==> src/rtl/prog_loader.sv <==
// Streams a length-prefixed, XOR-checksummed program image into program memory
// and holds the CPU in reset until a complete, verified image has been written.
module prog_loader #(
    parameter int unsigned ADDR_W  = 8,
    parameter int unsigned BASE    = 0,
    parameter int unsigned TIMEOUT = 1000
) (
    input  logic              clk,
    input  logic              rst,
    input  logic              in_valid,
    input  logic [7:0]        in_data,
    output logic              in_ready,
    input  logic              reload,
    output logic              write,
    output logic [ADDR_W-1:0] writeaddr,
    output logic [7:0]        writevalue,
    output logic              cpu_rst,
    output logic              done,
    output logic              error,
    output logic [ADDR_W:0]   byte_count
);

    localparam int unsigned DEPTH  = 2 ** ADDR_W;
    localparam int unsigned IDLE_W = (TIMEOUT > 1) ? $clog2(TIMEOUT + 1) : 1;

    typedef enum logic [2:0] {
        S_LEN_LO,
        S_LEN_HI,
        S_PAYLOAD,
        S_CHECK,
        S_DONE,
        S_ERROR
    } state_t;

    state_t            state;
    state_t            state_next;
    logic              accept;
    logic [7:0]        len_lo;
    logic [15:0]       len;
    logic [15:0]       frame_len;
    logic [7:0]        csum;
    logic [IDLE_W-1:0] idle;
    logic              idle_expired;
    logic              last_payload;
    logic              in_frame;

    assign accept       = in_valid & in_ready;
    assign frame_len    = {in_data, len_lo};
    assign last_payload = (32'(byte_count) + 32'd1) == 32'(len);
    assign in_frame     = (state == S_LEN_HI) || (state == S_PAYLOAD) || (state == S_CHECK);
    // The idle count reaches TIMEOUT on this edge if no byte arrives.
    assign idle_expired = (TIMEOUT != 0) && !accept && ((32'(idle) + 32'd1) >= TIMEOUT);

    always_comb begin
        state_next = state;
        case (state)
            S_LEN_LO: begin
                if (accept) state_next = S_LEN_HI;
            end
            S_LEN_HI: begin
                if (accept) begin
                    if (frame_len == 16'd0)             state_next = S_CHECK;
                    else if (32'(frame_len) > DEPTH)    state_next = S_ERROR;
                    else                                state_next = S_PAYLOAD;
                end else if (idle_expired) begin
                    state_next = S_ERROR;
                end
            end
            S_PAYLOAD: begin
                if (accept) begin
                    if (last_payload) state_next = S_CHECK;
                end else if (idle_expired) begin
                    state_next = S_ERROR;
                end
            end
            S_CHECK: begin
                if (accept)            state_next = (in_data == csum) ? S_DONE : S_ERROR;
                else if (idle_expired) state_next = S_ERROR;
            end
            S_DONE, S_ERROR: begin
                if (reload) state_next = S_LEN_LO;
            end
            default: state_next = S_LEN_LO;
        endcase
    end

    // State register; status outputs are registered from the next state so they
    // change on the same edge as the state itself.
    always_ff @(posedge clk) begin
        if (rst) begin
            state    <= S_LEN_LO;
            in_ready <= 1'b1;
            cpu_rst  <= 1'b1;
            done     <= 1'b0;
            error    <= 1'b0;
        end else begin
            state    <= state_next;
            in_ready <= (state_next != S_DONE) && (state_next != S_ERROR);
            cpu_rst  <= (state_next != S_DONE);
            done     <= (state_next == S_DONE);
            error    <= (state_next == S_ERROR);
        end
    end

    // Frame datapath: length capture, memory write port, checksum, idle counter.
    always_ff @(posedge clk) begin
        if (rst) begin
            len_lo     <= 8'd0;
            len        <= 16'd0;
            csum       <= 8'd0;
            idle       <= '0;
            byte_count <= '0;
            write      <= 1'b0;
            writeaddr  <= '0;
            writevalue <= 8'd0;
        end else begin
            write <= 1'b0;
            if (state == S_LEN_LO && accept) len_lo <= in_data;
            if (state == S_LEN_HI && accept) len    <= frame_len;
            if (state == S_PAYLOAD && accept) begin
                write      <= 1'b1;
                writevalue <= in_data;
                writeaddr  <= ADDR_W'(BASE + 32'(byte_count));
                byte_count <= byte_count + (ADDR_W + 1)'(1);
                csum       <= csum ^ in_data;
            end
            if ((state == S_DONE || state == S_ERROR) && reload) begin
                csum       <= 8'd0;
                byte_count <= '0;
            end
            if (accept || state_next != state)     idle <= '0;
            else if (in_frame && TIMEOUT != 0)     idle <= idle + IDLE_W'(1);
        end
    end

endmodule

==> config.mk <==
export PLATFORM = sky130hd
export DESIGN_NAME = prog_loader
export DESIGN_NICKNAME = d
export VERILOG_FILES = /design/src/rtl/prog_loader.sv
export SDC_FILE = /design/constraint.sdc
export NUM_CORES = 1
export LEC_CHECK = 0
export CAP_MARGIN = 20
export CORE_UTILIZATION = 40
export DETAILED_ROUTE_END_ITERATION = 8
export PLACE_DENSITY = 0.58
export SYNTH_ARGS = -nofsm -noshare
export SYNTH_HDL_FRONTEND = slang
export SYNTH_SLANG_ARGS = --single-unit
==> constraint.sdc <==
create_clock -name clk -period 2.79 [get_ports clk]
set_input_delay 0.558 -clock clk [delete_from_list [all_inputs] [get_ports clk]]
set_output_delay 0.558 -clock clk [all_outputs]
set_load 0.02 [all_outputs]
==> flow_metrics.tcl <==
set metrics [dict create \
    status "completed" \
    tightest_slew_ns 0.488 \
    hold_buffers 0 \
    synth_fp_nets 438 \
    routed_via_density 5.27 \
    yosys-top-cells-area "dfxtp_1 44%, nand2_1 10%, a21oi_1 7.4%" \
    post-route-util_pct 51.2 \
    worstSetupPathType "flop to flop" \
    regToRegSetupSlack_ns 0.27 \
    netlist_area_sq_mm 0.00339 \
    drv_cap 0 \
    die_w_um 94.1 \
    synth_top_family_by_area "simple AND/OR/NAND/NOR gates" \
    gr-usage-all-layers_pct 20.5 \
    drive_gt1_share_pct 7.98 \
    rr_worst_depth 7 \
    synth-seq-cells 75 \
    hold_ws_ns 0.458 \
    dr.pass1.iters 5 \
    ctsResizeCount 0 \
    hp-class "flop to flop" \
    slew-limit-headroom_pct 67.4 \
    maxClockFrequency_ghz 0.396 \
    post-dp-hpwl_um 5950 \
    max-vdd-ir-drop_v 0.000299 \
    antenna_found_initial 0 \
    wl_per_cell_um 14.3 \
    hold_viol 0 \
    timing.final.ws_setup_ns 0.265 \
    fin_crit_sh_pct 90.5 \
    syn_inst 423 \
    power.leakage_nw 1.46 \
    crit_required_ns 3.01 \
    design.die.area_sq_mm 0.00885 \
    fin_tns_setup_ns 0 \
    grt_max_degree 24 \
    holdPathEnd "writeaddr[3]$_SDFFE_PP0P_" \
    ant_nets 0 \
    synth_top_area_cell "dfxtp_1" \
    async_flop_share_pct 0 \
    gp_congestion 0.779 \
    synth_xor_area_share_pct 11.1 \
    area_growth_syn_to_layout_pct 24.1 \
    cts_tree "done" \
    initial_core_util_pct 41.3 \
    power.density_mw_per_mm2 523 \
    final_max_slew_viol_count 0 \
    fin_nets 486 \
    port_buffers 41 \
    dominantRegCellSynth "dfxtp_1" \
    r2r-end "idle[3]$_SDFFE_PP0P_" \
    dp_slack_ns 0.0926 \
    r2r-start "idle[0]$_SDFFE_PP0P_" \
    crit_fanout 10 \
    num_vias 3059 \
    cts_inserted_buffers 9 \
    final_common_cell "nand2_1" \
    wirelength_um 8310 \
    clk_pin_slew_ns 0.08 \
    ios 42 \
    cts_buffer_depth 2 \
    first_global_vias 2836 \
    worst_setup_path_end_kind "flop" \
    clockRootBuffer "clkbuf_8" \
    antenna_cells 0 \
    yosys_warnings 0 \
    grt_pass1_wl_um 14000 \
    synth_edf_count 0 \
    synth-simple-area-share_pct 26.0 \
    drt_iter0_markers 206 \
    total_power_mw 2.20 \
    cts_setup_buffers 0 \
    synth_mux_area_share_pct 0.295 \
    layout_common_cells "91 x nand2_1, 75 x dfxtp_1, 50 x a21oi_1, 41 x clkdlybuf4s50_1, 31 x nor2_1" \
    rsz0062_at_grt "no" \
    fin_worst_skew_ns 0.0154 \
    drc 0 \
    ys_types 44 \
    grt_overflow 0 \
    synth_area_per_cell_sq_um 8.01 \
    start_kind "flop" \
    die_h_um 94.1 \
    cts_htree_levels 3 \
    min_period_ns 2.52 \
    clk_latency_ns 0.35 \
    n_fill_cell 824 \
    worstHoldPathCells 2 \
    rows 33 \
    synth_compound_area_share_pct 14.2 \
    synth_top_area_share_pct 44.3 \
    ys_seq_area_share_pct 44.3 \
    core-area_sq_mm 0.00822 \
    arrival_ns 2.74 \
    post_synth_fa_ha_maj_area_fraction_pct 1.11 \
    cts_sinks 75 \
    setup_violations 0 \
    cp-startpoint "idle[0]$_SDFFE_PP0P_" \
    hp-start "writeaddr[3]$_SDFFE_PP0P_" \
]
-- metal layers --
| layer | vias to the layer above | share of wire, % | global-route usage, % |
|---|---|---|---|
| met5 | - | 0 | 0 |
| met1 | 1431 | 48 | 28.0 |
| met4 | 0 | 1.4 | 5.38 |
| met3 | 9 | 4.2 | 4.94 |
| li1 | 1545 | - | - |
| met2 | 74 | 46 | 32.3 |
-- area by class of cell --
| class | instances | area, sq um | share of cell area [%] |
|---|---|---|---|
| clock buffer | 9 | 124 | 2.95 |
| clock inverter | 7 | 100 | 2.38 |
| inverter | 5 | 18.8 | 0.446 |
| multi-input combinational | 322 | 1790 | 42.6 |
| sequential | 75 | 1500 | 35.7 |
| tap | 105 | 131 | 3.12 |
| timing repair buffer | 58 | 538 | 12.8 |
-- through the flow --
step	cells	instance area, sq um
after floorplan	423	3390
after global placement	565	3980
after detailed placement	565	3980
after CTS	581	4210
after global routing	581	4210
final	581	4210
-- state kept, by name, summed over array words and instances (netlist names) --
name,cells
in_ready,1
error,1
writeaddr,8
writevalue,8
byte_count,9
csum,8
state,3
cpu_rst,1
done,1
write,1
idle,10
len_lo,8
len,16
-- cell usage after synthesis (7+ instances only) --
| library cell | instances |
|---|---|
| dfxtp_1 | 75 |
| nand2_1 | 91 |
| nor2_1 | 31 |
| nand4_1 | 7 |
| xnor2_1 | 16 |
| xor2_1 | 27 |
| a21oi_1 | 50 |
| nor3_1 | 20 |
| nand3_1 | 16 |
| o21ai_0 | 7 |
| clkbuf_1 | 18 |
-- worst max-delay path, cell delays in order, from the launching register on --
cell      delay, ns
dfxtp_1        0.40
ha_1           0.29
or4b_1         0.52
o21ai_0        0.22
o211ai_1       0.14
a21boi_0       0.31
o21a_1         0.41
nor3_1         0.11
-- how the worst max path moves through the flow --
stage                           end  slack [ns]  depth (start not counted)
2_1_floorplan       done$_SDFF_PP0_        0.55                          8
3_3_place_gp        done$_SDFF_PP0_        0.14                          8
3_5_place_dp   idle[6]$_SDFFE_PP0P_        0.09                          8
4_1_cts        idle[3]$_SDFFE_PP0P_        0.27                          7
5_1_grt        idle[3]$_SDFFE_PP0P_        0.03                          7
6_report       idle[3]$_SDFFE_PP0P_        0.27                          7
-- report_power, final --
part	internal [mW]	total, mW	leakage [nW]	switching (mW)
combinational	0.0669	0.165	0.754	0.0976
clock	0.508	0.932	0.102	0.424
sequential	1.09	1.10	0.606	0.0138
-- cells by family (layout without fill, tap and decap cells) --
group / after synthesis / in the layout
buf+inv: 26 / 79
simple gates: 194 / 194
compound gates: 81 / 81
flops: 75 / 75
fa+ha+maj: 3 / 3
xor+xnor: 43 / 43
mux: 1 / 1
(Power assumes the default switching activity.)
